## src/rtl/mb_reg_pkg.sv

```systemverilog
// Shared mailbox register map constants and initiator FSM encoding.
// Used by both the bus-side initiator and the register decoder.
package mb_reg_pkg;

  localparam int NUMBER_INTERFACE_REGS = 16;
  localparam int MB_REG_START          = 3;
  localparam int VERSION_REG_ADDR      = 15;
  localparam int CRC_ERROR_REG_ADDR    = 2;
  localparam int CMD_REG_0_ADDR        = 0;
  localparam int CMD_REG_1_ADDR        = 1;
  localparam int MB_REG_ADDR_W         = $clog2(NUMBER_INTERFACE_REGS);
  localparam int MB_REG_WAIT_CYCLES    = 1;

  typedef enum logic [1:0] {
    ST_IDLE,
    ST_STROBE,
    ST_RESP
  } mb_reg_state_t;

endpackage

```

## src/rtl/mb_reg_addr_check.sv

```systemverilog
// Combinational legality check and one-hot decode of a mailbox register index.
// Select stays all-zero for an illegal access so no strobe can leak out.
module mb_reg_addr_check
  import mb_reg_pkg::*;
#(
  parameter int N_REGS       = mb_reg_pkg::NUMBER_INTERFACE_REGS,
  parameter int REG_START    = mb_reg_pkg::MB_REG_START,
  parameter int VERSION_ADDR = mb_reg_pkg::VERSION_REG_ADDR,
  parameter int ADDR_W       = mb_reg_pkg::MB_REG_ADDR_W
) (
  input  logic [ADDR_W-1:0] addr,
  input  logic              rwn,
  output logic              legal,
  output logic [N_REGS-1:0] select
);

  always_comb begin
    legal  = (int'(addr) >= REG_START) && (int'(addr) < N_REGS)
             && !(!rwn && (int'(addr) == VERSION_ADDR));
    select = '0;
    if (legal) select[addr] = 1'b1;
  end

endmodule

```

## src/rtl/mb_reg_initiator.sv

```systemverilog
// Bus-side initiator for the mailbox register interface: one host request in
// flight, registered strobe toward the decoder, one response per request.
//
//  state     | meaning
//  ST_IDLE   | ready for a host request
//  ST_STROBE | select/rwn/wdata driven to decoder, wait counter running
//  ST_RESP   | response held until the host accepts it
module mb_reg_initiator
  import mb_reg_pkg::*;
#(
  parameter int NUMBER_INTERFACE_REGS = mb_reg_pkg::NUMBER_INTERFACE_REGS,
  parameter int MB_REG_START          = mb_reg_pkg::MB_REG_START,
  parameter int VERSION_REG_ADDR      = mb_reg_pkg::VERSION_REG_ADDR,
  parameter int WAIT_CYCLES           = mb_reg_pkg::MB_REG_WAIT_CYCLES,
  parameter int ADDR_W                = $clog2(NUMBER_INTERFACE_REGS)
) (
  input  logic                             clk,
  input  logic                             rst_n,
  input  logic                             req_valid,
  output logic                             req_ready,
  input  logic                             req_rwn,
  input  logic [ADDR_W-1:0]                req_addr,
  input  logic [31:0]                      req_wdata,
  output logic                             rsp_valid,
  input  logic                             rsp_ready,
  output logic [31:0]                      rsp_rdata,
  output logic                             rsp_err,
  output logic [NUMBER_INTERFACE_REGS-1:0] mb_reg_select,
  output logic                             mb_reg_rwn,
  output logic [31:0]                      mb_reg_wdata,
  input  logic [31:0]                      mb_reg_output
);

  mb_reg_state_t state, state_nxt;

  logic [3:0]                       cnt, cnt_nxt;
  logic                             addr_legal;
  logic [NUMBER_INTERFACE_REGS-1:0] sel_dec;
  logic [NUMBER_INTERFACE_REGS-1:0] select_nxt;
  logic                             rwn_nxt;
  logic [31:0]                      wdata_nxt;
  logic [31:0]                      rdata_nxt;
  logic                             err_nxt;

  mb_reg_addr_check #(
    .N_REGS       (NUMBER_INTERFACE_REGS),
    .REG_START    (MB_REG_START),
    .VERSION_ADDR (VERSION_REG_ADDR),
    .ADDR_W       (ADDR_W)
  ) u_addr_check (
    .addr   (req_addr),
    .rwn    (req_rwn),
    .legal  (addr_legal),
    .select (sel_dec)
  );

  always_comb begin
    state_nxt  = state;
    cnt_nxt    = cnt;
    select_nxt = mb_reg_select;
    rwn_nxt    = mb_reg_rwn;
    wdata_nxt  = mb_reg_wdata;
    rdata_nxt  = rsp_rdata;
    err_nxt    = rsp_err;
    req_ready  = 1'b0;
    rsp_valid  = 1'b0;
    case (state)
      ST_IDLE: begin
        req_ready = 1'b1;
        if (req_valid) begin
          rdata_nxt = '0;
          if (addr_legal) begin
            state_nxt  = ST_STROBE;
            cnt_nxt    = 4'(WAIT_CYCLES);
            select_nxt = sel_dec;
            rwn_nxt    = req_rwn;
            wdata_nxt  = req_wdata;
            err_nxt    = 1'b0;
          end else begin
            state_nxt = ST_RESP;
            err_nxt   = 1'b1;
          end
        end
      end
      ST_STROBE: begin
        if (cnt == 4'd0) begin
          // mb_reg_rwn still holds the request direction on the final cycle
          if (mb_reg_rwn) rdata_nxt = mb_reg_output;
          state_nxt  = ST_RESP;
          select_nxt = '0;
          rwn_nxt    = 1'b1;
          wdata_nxt  = '0;
        end else begin
          cnt_nxt = cnt - 4'd1;
        end
      end
      ST_RESP: begin
        rsp_valid = 1'b1;
        if (rsp_ready) begin
          state_nxt = ST_IDLE;
          rdata_nxt = '0;
          err_nxt   = 1'b0;
        end
      end
      default: state_nxt = ST_IDLE;
    endcase
  end

  always_ff @(posedge clk or negedge rst_n) begin
    if (!rst_n) begin
      state         <= ST_IDLE;
      cnt           <= '0;
      mb_reg_select <= '0;
      mb_reg_rwn    <= 1'b1;
      mb_reg_wdata  <= '0;
      rsp_rdata     <= '0;
      rsp_err       <= 1'b0;
    end else begin
      state         <= state_nxt;
      cnt           <= cnt_nxt;
      mb_reg_select <= select_nxt;
      mb_reg_rwn    <= rwn_nxt;
      mb_reg_wdata  <= wdata_nxt;
      rsp_rdata     <= rdata_nxt;
      rsp_err       <= err_nxt;
    end
  end

endmodule

```

## config.mk

```make
export PLATFORM = sky130hd
export DESIGN_NAME = mb_reg_initiator
export DESIGN_NICKNAME = d
export VERILOG_FILES = /design/src/rtl/mb_reg_pkg.sv /design/src/rtl/mb_reg_addr_check.sv /design/src/rtl/mb_reg_initiator.sv
export SDC_FILE = /design/constraint.sdc
export NUM_CORES = 1
export LEC_CHECK = 0
export CAP_MARGIN = 15
export CORE_ASPECT_RATIO = 1.2
export CORE_MARGIN = 5
export CORE_UTILIZATION = 46
export CTS_BUF_LIST = sky130_fd_sc_hd__clkbuf_2 sky130_fd_sc_hd__clkbuf_4 sky130_fd_sc_hd__clkbuf_8
export CTS_CLUSTER_SIZE = 14
export DETAILED_ROUTE_END_ITERATION = 10
export GPL_ROUTABILITY_DRIVEN = 0
export PLACE_DENSITY = 0.83
export SLEW_MARGIN = 20
export SYNTH_ARGS = -nofsm -noshare
export SYNTH_HDL_FRONTEND = slang
export SYNTH_SLANG_ARGS = --single-unit
```

## constraint.sdc

```tcl
create_clock -name clk -period 1.8 [get_ports clk]
set_input_delay 0.18 -clock clk [delete_from_list [all_inputs] [get_ports clk]]
set_output_delay 0.18 -clock clk [all_outputs]
set_load 0.05 [all_outputs]
```

---- Word level (Yosys, flattened, before mapping) ----
Index checks and enable logic that the tools add are counted.
cells by class
  add/sub/neg operators ................... 1
  muxes and demuxes ....................... 34
  reduce and logical (&&, ||, !) cells .... 15
  equal/unequal tests ..................... 9
  $lt $le $gt $ge ......................... 3
operators with widths
  kind                 count
  $mux 32              7
  $pmux 32 s3          1
  $pmux 32 s2          1
  $mux 16              3
  $pmux 16 s2          1
  $mux 4               3
  $ne 2x2->1 const B   6
  $mux 1               9
  $mux 2               4
  $pmux 4 s2           1
  $reduce_and 4->1     2
  $pmux 2 s3           1
  $reduce_and 3->1     2
  $lt 4x5->1 const B   1
  $reduce_and 5->1     1
  $demux 1 s4          1
  $eq 4x1->1 const B   1
  $ge 4x1->1 const B   1
  $ge 4x2->1 const B   1
  $logic_not 4->1      1
  $pmux 1 s2           2
  $reduce_bool 2->1    2
  $sub 4x1->4 const B  1
  $logic_and 1x1->1    3
  other kinds (5)      6
storage, ports and cells
  logic and storage cells ................. 69
  output and inout bits ................... 84
  bits in registers ....................... 88
  input bits .............................. 73

---- Logic depth before layout (Yosys ltp) ----
  word-level depth ........................ 7
  depth in mapped cells ................... 8
  mapped depth without buffers ............ 6

---- By module ----
From an unflattened synthesis, not the netlist that was laid out.
second synthesis, totals
  cell total of the unflattened synthesis .. 470
  area, all modules ....................... 4264.1 um^2
modules (own cells, without submodules)
  module             area each (um^2)  cells an instance  times used
  mb_reg_initiator   4125.2            444                1
  mb_reg_addr_check  138.9             26                 1

---- Least setup slack after synthesis ----
No wires, ideal clock.
  path kind ............................... register to register
  start ................................... reg state[1]
  end ..................................... reg mb_reg_select[0]
  data arrival time ....................... 1.941 ns
  library setup time ...................... 0.120 ns
  path buffers ............................ 1
  cell stages (with the launch flop) ...... 6
  setup slack ............................. -0.261 ns
  cell sequence ........................... dfrtp_1 > nor2_1 > o311a_4 > nand2_4 > buf_12 > and3_1
on the way
  cells in the longest elaborated chain, start to end .. 3
  elaborated cells between the ends (all ways) .. 8
ends and longest elaborated chain
  element                                                                  line                     source
  from (decl)                                                              mb_reg_initiator.sv:34   mb_reg_state_t state, state_nxt;
  from (signal assigned)                                                   mb_reg_initiator.sv:119  state <= state_nxt;
  $eq 2x1->1 / $logic_not 2->1 (equally long branches)                     mb_reg_initiator.sv:67   case (state)
  $ne 2x2->1 (no source line) / $reduce_bool 2->1 (equally long branches)  --
  $reduce_and 4->1 (no source line)                                        --
  to (signal assigned)                                                     mb_reg_initiator.sv:121  mb_reg_select <= select_nxt;
  to (decl)                                                                mb_reg_initiator.sv:28   output logic [NUMBER_INTERFACE_REGS-1:0] mb_reg_select,
Several ways; a longest one is shown, not always the timed one.
A chain may end at the register's enable or synchronous reset.

---- Final worst setup path ----
  start ................................... reg rsp_rdata[5]
  end ..................................... out rsp_rdata[5]
RTL lines
  element                 line                     source
  from (decl)             mb_reg_initiator.sv:26   output logic [31:0] rsp_rdata,
  from (signal assigned)  mb_reg_initiator.sv:124  rsp_rdata <= rdata_nxt;
No word-level cell between the ends.

==> flow_summary.rst <==
.. list-table::
   :header-rows: 1

   * - Metric
     - Value
   * - WP data required
     - ~1.6 ns
   * - Max clock buf depth
     - 2
   * - Slack of the critical path
     - around 0.077 ns
   * - Length of the first detailed-routing pass in iterations
     - 4
   * - Setup violators final
     - 0
   * - Setup repair after global routing missed its margin
     - false
   * - Result of the run
     - finished clean
   * - Core Rows
     - 37
   * - Max-Slew Margin vs Limit
     - between 60% and 70%
   * - Initial antenna violation count
     - 0
   * - Congestion Overflow GR
     - 0
   * - Kind of start point of the critical path
     - register
   * - Final Cycle Share
     - 95.7%
   * - Met2 layer wire length in the routed design
     - 5.52 mm
   * - Fraction of registers with async set/reset
     - 100%
   * - Initial DRC count
     - 150
   * - Average size of a mapped cell
     - ~10 um2
   * - Number of I/O pins
     - roughly 160
   * - Residual DRC count
     - 0
   * - Crit-path cells
     - clkdlybuf4s50_1
   * - Data arrival time of the critical path
     - 1.54 ns
   * - Count of input and output buffers
     - between 150 and 200
   * - Total wire length
     - between 10 and 15 mm
   * - Remaining antenna violation count
     - 0
   * - Total number of vias
     - approximately 3,400
   * - Clock Sink Count
     - 88
   * - Mapped Cells
     - 399
   * - Overall power consumption
     - roughly 12,000 uW
   * - First-pass GRT wire length
     - about 17 mm
   * - Top cells by area, synth
     - dfrtp_1 53%, mux2i_1 19%, nand2_1 11%, inv_1 3.3%, buf_8 1.1%
   * - Post-layout instance area
     - 6090 um2
   * - Skew final
     - between 0.01 and 0.015 ns
   * - Worst-Margin Slew
     - roughly 0.53 ns
   * - Average detailed-routed wire length per instance
     - roughly 16 um
   * - Post-Syn Nets
     - roughly 470
   * - Largest area contributor in the synthesized netlist
     - dfrtp_1
   * - Fraction of post-synthesis cell area in the top cell type by area
     - a little over half
   * - Worst ir drop on vdd
     - 0.000899 V
   * - Count of buffering cells on the critical path with inverters included
     - 1
   * - Pre-CTS worst setup slack
     - -0.0447 ns
   * - Maximum level of the CTS H-tree
     - 3
   * - Final period demand of the worst path
     - 1.72 ns
   * - Number of vias per cell
     - approximately 4.9
   * - Clock slew at the register clock pins of the worst setup and hold paths
     - around 0.090 ns
   * - Total Routing Usage GR
     - 20.0%
   * - Max-slew violations
     - 0
   * - DP Area
     - about 6000 um2
   * - Category of the most critical setup path
     - register to output port
   * - Largest stage delay, worst path
     - about 0.83 ns
   * - Count of distinct cell types in the synthesized netlist
     - 36
   * - Final nets
     - 638
   * - Clock buffers created by TritonCTS
     - 9
   * - Die Span Y
     - between 100 and 150 um
   * - CTS tree
     - done
   * - Synth Flop Type
     - dfrtp_1
   * - Number of maximum-capacitance violations
     - 0
   * - Via count of the first global-routing pass
     - about 3,600
   * - Antenna cell count
     - 0
   * - Hold Slack
     - slightly below 0.3 ns
   * - Worst min-delay path class
     - input port to async pin
   * - Critical Path End Type
     - output port
   * - Effective utilization at floorplan
     - between 40% and 50%
   * - Horizontal die dimension
     - a little under 100 um
   * - Largest fanout on the critical path
     - 2
   * - Clock latency on the worst-skew pair
     - 0.34 ns
   * - Top-count cell post-synth
     - nand2_1
   * - Layout overhead on the synthesized area
     - 47.7%
   * - Cell area after synthesis
     - 4120 um2
   * - Half-perimeter wire length after placement
     - 8.10 mm
   * - Root buffer cell
     - clkbuf_8
   * - Top delay family on crit path
     - buffers and inverters
   * - Number of warnings reported in the yosys synthesis log
     - 0
   * - Number of register bits inferred by synthesis
     - 88
   * - Fill cells
     - roughly 680
   * - Fraction of layout cells with a size suffix above 1
     - roughly a tenth
   * - Sum of routed wire segments on met1
     - about 4.4 mm
   * - Sequential cell area fraction in the yosys report
     - a little over half
   * - Die ar.
     - between 10,000 and 15,000 um2
   * - Final hold violation count
     - 0
   * - LEAKAGE
     - 0.00303 uW
   * - Cell with the largest stage delay on the worst path
     - clkdlybuf4s50_1
   * - Maximum number of pins on one net before global-route repair
     - 39
   * - Power Density
     - just over 2000 nW/um2
   * - Area of the core region
     - between 8000 and 9000 um2
   * - Fmax
     - ~0.58 GHz
   * - Topmost layer with routed signal wires
     - met4
   * - Leading post-synthesis cells by instance count
     - 118 x nand2_1, 87 x dfrtp_1, 78 x mux2i_1
   * - Count of flip-flops with a built-in enable after synthesis
     - 0
   * - Routed length on met3
     - a little over 700 um
flip-flops by register name, indices dropped and copies added, names as in the netlist:
signal and flops:
mb_reg_select 16, cnt 4, rsp_rdata 32, mb_reg_wdata 32, rsp_err 1, mb_reg_rwn 1, state 2
timing repair:
| action | CTS | global route |
|---|---|---|
| hold endpoints to repair | 25 | 0 |
| endpoints found under the setup margin | 0 | 13 |
| gates resized for setup | 0 | 1 |
| setup buffers | 0 | 0 |
| hold buffers | 1 | 0 |
path summary, 6_finish.rpt:
kind	from	to	slack, ns	depth (start not counted)
hold / removal	rst_n	rsp_rdata[0]	0.29	2
hold reg to reg	rsp_err	rsp_err	0.50	2
min in group clk	req_wdata[27]	mb_reg_wdata[27]	0.37	3
max in group asynchronous	rst_n	mb_reg_wdata[11]	0.95	3
setup / recovery	rsp_rdata[5]	rsp_rdata[5]	0.08	1
setup reg to reg	cnt[0]	rsp_rdata[9]	0.09	7
worst reg2reg max path, stage by stage (launching register included):
cell and delay [ns]:
dfrtp_1 0.40, inv_1 0.06, ha_1 0.22, nor3b_2 0.17
nand2b_2 0.23, nand3_4 0.13, buf_12 0.18, mux2i_1 0.24
power breakdown:
group / internal [uW] / switching (uW)
clock: 674 / 676
sequential: 2780 / 488
combinational: 2830 / 4840
cell type report:
class / instances / area, um2 / share of cell area [%]
Multi-Input combinational cell: 251 / 1600 / 26.3
Clock inverter: 5 / 57.6 / 0.946
Sequential cell: 88 / 2200 / 36.2
Timing Repair Buffer: 178 / 1800 / 29.6
Inverter: 36 / 135 / 2.22
Clock buffer: 11 / 139 / 2.28
Tap cell: 117 / 146 / 2.41
placed cells by master, fill, tap and decap left out, drive strengths merged, types with 2 or more instances in the layout:
cell type        n
clkbuf          11
inv             36
nor2b            5
nor3             3
nand4            2
and3             3
o21ai            3
dfrtp           87
nand2          120
o31ai            3
nand3            9
mux2i           78
clkdlybuf4s50  150
nand2b           3
nor2             8
buf             27
clkinv           4
a21oi            2
through the flow:
step	TNS [ns]	util, %	instances
2_1_floorplan	0	-	399
3_3_place_gp	0	67.9	669
3_5_place_dp	-0.497	67.9	669
4_1_cts	0	70.3	686
5_1_grt	0	70.3	686
6_report	0	70.3	686
logic make-up after synthesis:
family / synth area share, %
and+or+nand+nor: 15.9
DFF: 53.5
muxes: 18.9
buffers and inverters: 7.80
AOI/OAI and AO/OA: 3.52
adders and majority gates: 0.304
per-layer routing:
metal	GRT usage [%]	up-vias
li1	-	1611
met1	24.4	1650
met2	35.6	116
met3	3.96	9
met4	5.14	0
met5	0	-
No activity file was read; power rests on OpenSTA's default activity.
